==> config.mk <==
export PLATFORM = sky130hd
export DESIGN_NAME = bus_slave_responder
export DESIGN_NICKNAME = d
export VERILOG_FILES = /design/src/rtl/bus_slave_responder.sv
export SDC_FILE = /design/constraint.sdc
export NUM_CORES = 1
export LEC_CHECK = 0
export BUFFER_PORTS_ARGS = -buffer_cell sky130_fd_sc_hd__buf_2
export CORE_MARGIN = 5
export CORE_UTILIZATION = 62
export DETAILED_ROUTE_END_ITERATION = 6
export PLACE_DENSITY = 0.83
export SLEW_MARGIN = 10
export SYNTH_ARGS = -nofsm -noshare
export SYNTH_HDL_FRONTEND = slang
export SYNTH_SLANG_ARGS = --single-unit
==> constraint.sdc <==
create_clock -name clk -period 2.9 [get_ports clk]
set_input_delay 0.58 -clock clk [delete_from_list [all_inputs] [get_ports clk]]
set_output_delay 0.58 -clock clk [all_outputs]
set_load 0.01 [all_outputs]
==> src/rtl/bus_slave_responder.sv <==
// Register-file bus slave: single outstanding request, latched at acceptance, answered after a fixed wait.
// Latency: strobe at edge k -> ack/rvalid/err pulse for the cycle after edge k+wait_cycles+1.
// Backpressure: none; strobes seen while busy (or in the response cycle) are dropped, no queueing.
`timescale 1ns/1ps
module bus_slave_responder #(
    parameter int address_length = 11,
    parameter int data_length    = 31,
    parameter int mem_depth_log2 = 4,
    parameter int wait_cycles    = 2
) (
    input  logic                    clk,
    input  logic                    rst,
    input  logic [address_length:0] address_slave,
    input  logic [data_length:0]    data,
    input  logic                    wen,
    input  logic                    ren,
    output logic [data_length:0]    rdata,
    output logic                    rvalid,
    output logic                    ack,
    output logic                    err,
    output logic                    busy
);
    localparam int DEPTH = 1 << mem_depth_log2;

    typedef enum logic [1:0] {IDLE, WAIT, RESP} state_t;

    state_t                  state;
    logic [3:0]              cnt;
    logic [address_length:0] addr_q;
    logic [data_length:0]    data_q;
    logic                    op_wr;
    logic                    op_rd;
    logic                    err_q;
    logic [data_length:0]    mem [DEPTH];

    // The access happens on the edge entering RESP; with no wait states that is
    // the acceptance edge itself, so the live bus is used instead of the latches.
    logic [address_length:0]   acc_addr;
    logic [data_length:0]      acc_data;
    logic                      acc_wr;
    logic                      acc_rd;
    logic                      acc_in_range;
    logic [mem_depth_log2-1:0] acc_idx;

    always_comb begin
        acc_addr     = (state == IDLE) ? address_slave : addr_q;
        acc_data     = (state == IDLE) ? data          : data_q;
        acc_wr       = (state == IDLE) ? wen           : op_wr;
        acc_rd       = (state == IDLE) ? ren           : op_rd;
        acc_in_range = ((acc_addr >> mem_depth_log2) == '0);
        acc_idx      = acc_addr[mem_depth_log2-1:0];
    end

    always_ff @(posedge clk or negedge rst) begin
        if (!rst) begin
            state  <= IDLE;
            cnt    <= '0;
            addr_q <= '0;
            data_q <= '0;
            op_wr  <= 1'b0;
            op_rd  <= 1'b0;
            err_q  <= 1'b0;
            rdata  <= '0;
            rvalid <= 1'b0;
            ack    <= 1'b0;
            err    <= 1'b0;
            busy   <= 1'b0;
            for (int i = 0; i < DEPTH; i++) begin
                mem[i] <= '0;
            end
        end else begin
            ack    <= 1'b0;
            rvalid <= 1'b0;
            err    <= 1'b0;

            // Commit: memory and rdata update on the edge that enters RESP.
            if ((state == IDLE && (wen || ren) && wait_cycles == 0) ||
                (state == WAIT && cnt == '0)) begin
                if (acc_wr && acc_rd) begin
                    err_q <= 1'b1;
                end else if (acc_wr) begin
                    err_q <= !acc_in_range;
                    if (acc_in_range) begin
                        mem[acc_idx] <= acc_data;
                    end
                end else begin
                    err_q <= !acc_in_range;
                    rdata <= acc_in_range ? mem[acc_idx] : '0;
                end
            end

            case (state)
                IDLE: begin
                    if (wen || ren) begin
                        addr_q <= address_slave;
                        data_q <= data;
                        op_wr  <= wen;
                        op_rd  <= ren;
                        busy   <= 1'b1;
                        if (wait_cycles > 0) begin
                            state <= WAIT;
                            cnt   <= 4'(wait_cycles - 1);
                        end else begin
                            state <= RESP;
                        end
                    end
                end
                WAIT: begin
                    if (cnt == '0) begin
                        state <= RESP;
                    end else begin
                        cnt <= cnt - 4'd1;
                    end
                end
                RESP: begin
                    state  <= IDLE;
                    busy   <= 1'b0;
                    ack    <= op_wr;
                    rvalid <= op_rd && !op_wr;
                    err    <= err_q;
                end
                default: begin
                    state <= IDLE;
                    busy  <= 1'b0;
                end
            endcase
        end
    end
endmodule

==> summary.txt <==
Outcome
  • Status: finished, final reports clean

STA
  • Fin crit share: 96.2%
  • Fmax: 359 MHz
  • Final setup viols: 0
  • Hold Worst Slack: 0.211 ns
  • Worst-Margin Slew: 0.783 ns
  • Max-slew violations: 0
  • Hold Vio Cnt, Final: 0
  • Worst clock skew: 0.0120 ns
  • RSZ-0062 raised after global routing: false
  • Period minus WS final: 2.79 ns
  • Relative slew margins: 47.8%
  • Setup TNS: 0 ns

Clock tree
  • PostCTS Resize Cnt: 0
  • CTS buffer count: 59
  • Htree depth: 2
  • Root Buffer: clkbuf_16
  • CTS clk-pin slew, worst paths: 0.06 ns
  • Worst skew pair latency: 0.62 ns
  • CTS tree: yes
  • Clock Path Buffers: 3
  • Post-CTS setup buffer count: 0
  • CTS Hold Bufs: 1
  • Clock sink total: 601

Setup path
  • Worst-path cell chain: nor2_4, o21a_4, buf_4, o22ai_1, o21ai_0, nand4_1, o21ai_1
  • Slowest cell on the critical path: o21a_4
  • Path depth of the worst reg2reg path: 7
  • WP data arrival: 3.33 ns
  • Crit Path Category: flop to flop
  • Slowest stage delay, CP: 0.57 ns
  • Crit Path Max Fanout: 32
  • CP startpoint kind: flop
  • CP Launch Point: state[0]$_DFFE_PN0P_
  • Worst R2R End: rdata[21]$_DFFE_PN0P_
  • Crit. End Element: flop
  • Reg2Reg Setup Slack: 0.11 ns
  • Critical R2R Launch: state[0]$_DFFE_PN0P_
  • CP endpoint: rdata[21]$_DFFE_PN0P_
  • Required @ worst endpoint: 3.44 ns

Global routing
  • Largest net degree at the start of global routing: 112
  • GR Overflow Total: 0
  • Vias in the first global route: 21600
  • Initial antenna violation count: 0
  • First-pass GRT wire length: 115000 µm
  • GRT Overall Usage: 32.1%

Worst hold path
  • Hold Crit Class: input pin to flop
  • Hold wc startpoint: address_slave[7]

Detailed routing
  • Drt drc: 0
  • Final ANT Viol Nets: 0
  • WL/cell: 22.9 µm
  • Vias: 20500
  • Vias per inst: 6.59
  • WL final: 71100 µm
  • Drt first-iter violations: 2322
  • Router iterations before antenna repair: 7

Final layout
  • Area of the multi-input gates: 9000 µm²
  • Fin nets: 2585
  • Filler cells: 2635
  • Synth-to-layout area growth: 13.2%
  • FF+latch area: 15000 µm²
  • ANT cells: 0
  • Fraction of layout cells with a size suffix above 1: 16.2%

Yosys
  • Synth Area per Inst: 10.1 µm²
  • Yosys warns: 0
  • Post-synth EDFFs: 0
  • Seq/Total Area, Yosys: 59.8%
  • Synth Cell Area: 25200 µm²
  • Synth Net Count: 2543
  • Ys flop type: dfrtp_1
  • Ys async rst share: 100%
  • Count of cell types in the netlist: 50
  • Synth Instances: 2493
  • Flops & latches, synth: 601

Power and ir drop
  • PD cells: 978 nW/µm²
  • Leak: 0.0128 µW
  • VDD IR-drop max: 921 µV

Floorplan
  • Die Span Y: 211 µm
  • DIE WIDTH: 211 µm
  • Top-Level Pins: 84
  • Core area: 39900 µm²
  • Initial Util: 63.0%
  • Die area: 44700 µm²
  • Row count: 73

Placement
  • Port bufs: 83
  • Hpwl dp: 40300 µm
  • Final RePlAce weighted congestion: 0.835

Run
  • Max_cap viols: 0
area by class of cell:
cell class	count	share of cell area (%)
multi-input cells	1671	31.6
inverters	3	0.0395
well taps	525	2.31
clock inverters	18	0.773
repair buffers	199	6.01
flip-flops and latches	601	52.8
clock buffers	92	6.50
cells in the final DEF, fill, tap and decap left out, types with 5 or more instances in the layout:
cell,n
clkbuf_8,21
nand3_1,5
clkbuf_1,10
mux2i_1,32
o21ai_0,431
nand4_1,32
buf_4,82
clkinv_2,11
o22ai_1,249
mux2_2,45
nand3_4,11
nand2_1,492
bufinv_16,5
buf_2,82
clkbuf_16,61
o21ai_1,173
dfrtp_1,601
nor2_1,69
a21oi_1,25
buf_12,33
a21oi_2,39
nor4_1,6
a22oi_1,8
power by group:
part           internal [µW]  switching (µW)  total [µW]
combinational           3650            6680       10300
clock                   4810            3240        8050
sequential              9010             479        9490
sequential cells by signal, indices dropped and copies added, names as in the netlist, 2 cells and up:
name	flops
rdata	32
cnt	4
addr_q	12
mem	512
data_q	32
state	2
kinds of logic (layout without fill, tap and decap cells):
group	after synthesis	in the layout	synth area share, %
and+or+nand+nor	647	647	11.1
AOI/OAI and AO/OA	943	943	21.0
xor gates and xnor gates	2	2	0.0696
buffers and inverters	221	312	4.68
muxes	77	77	3.29
DFF	601	601	59.8
adders and majority gates	2	2	0.0994
worst min-delay path by stage:
| stage | slack (ns) | depth (start not counted) | endpoint |
|---|---|---|---|
| after global placement | 0.46 | 2 | mem[504]$_DFFE_PN0P_ |
| final | 0.21 | 2 | addr_q[7]$_DFFE_PN0P_ |
| after floorplan | 0.28 | 0 | ack$_DFF_PN0_ |
| after detailed placement | 0.47 | 2 | mem[298]$_DFFE_PN0P_ |
| after global routing | 0.21 | 2 | data_q[0]$_DFFE_PN0P_ |
| after CTS | 0.19 | 2 | data_q[4]$_DFFE_PN0P_ |
metrics by stage:
stage	total power (µW)	setup WS [ns]	util, %	area [µm²]	cells
detailed placement	19600	0.246	66.2	26400	2998
global route	29000	0.00313	71.4	28500	3109
CTS	27700	0.179	71.4	28500	3109
global placement	19300	0.308	66.2	26400	2998
finish	27900	0.111	71.4	28500	3109
floorplan	16000	0.775	-	25200	2493
critical path, delay by kind of cell (launching register included):
kind                   cells  cell delay [ns]
AO/OA/AOI/OAI              4             1.13
buffers and inverters      1             0.36
flip-flops                 1             0.54
AND/OR/NAND/NOR            2             0.64
layer usage:
metal	routed length [µm]	up-vias	GRT usage, %
li1	-	8920	-
met1	27200	10100	42.1
met2	33900	1153	52.0
met3	7020	263	7.11
met4	2950	0	14.2
met5	0	-	0
Yosys cell counts (32+ instances only):
library cell | instances | area (µm²)
dfrtp_1 | 601 | 15000
nand2_1 | 493 | 1850
o21ai_0 | 431 | 2160
o22ai_1 | 249 | 1560
o21ai_1 | 173 | 866
clkbuf_1 | 117 | 439
nor2_1 | 71 | 267
buf_2 | 60 | 300
mux2_2 | 45 | 507
a21oi_2 | 39 | 342
mux2i_1 | 32 | 320
nand4_1 | 32 | 200
Power figures use the tool's default switching activity.
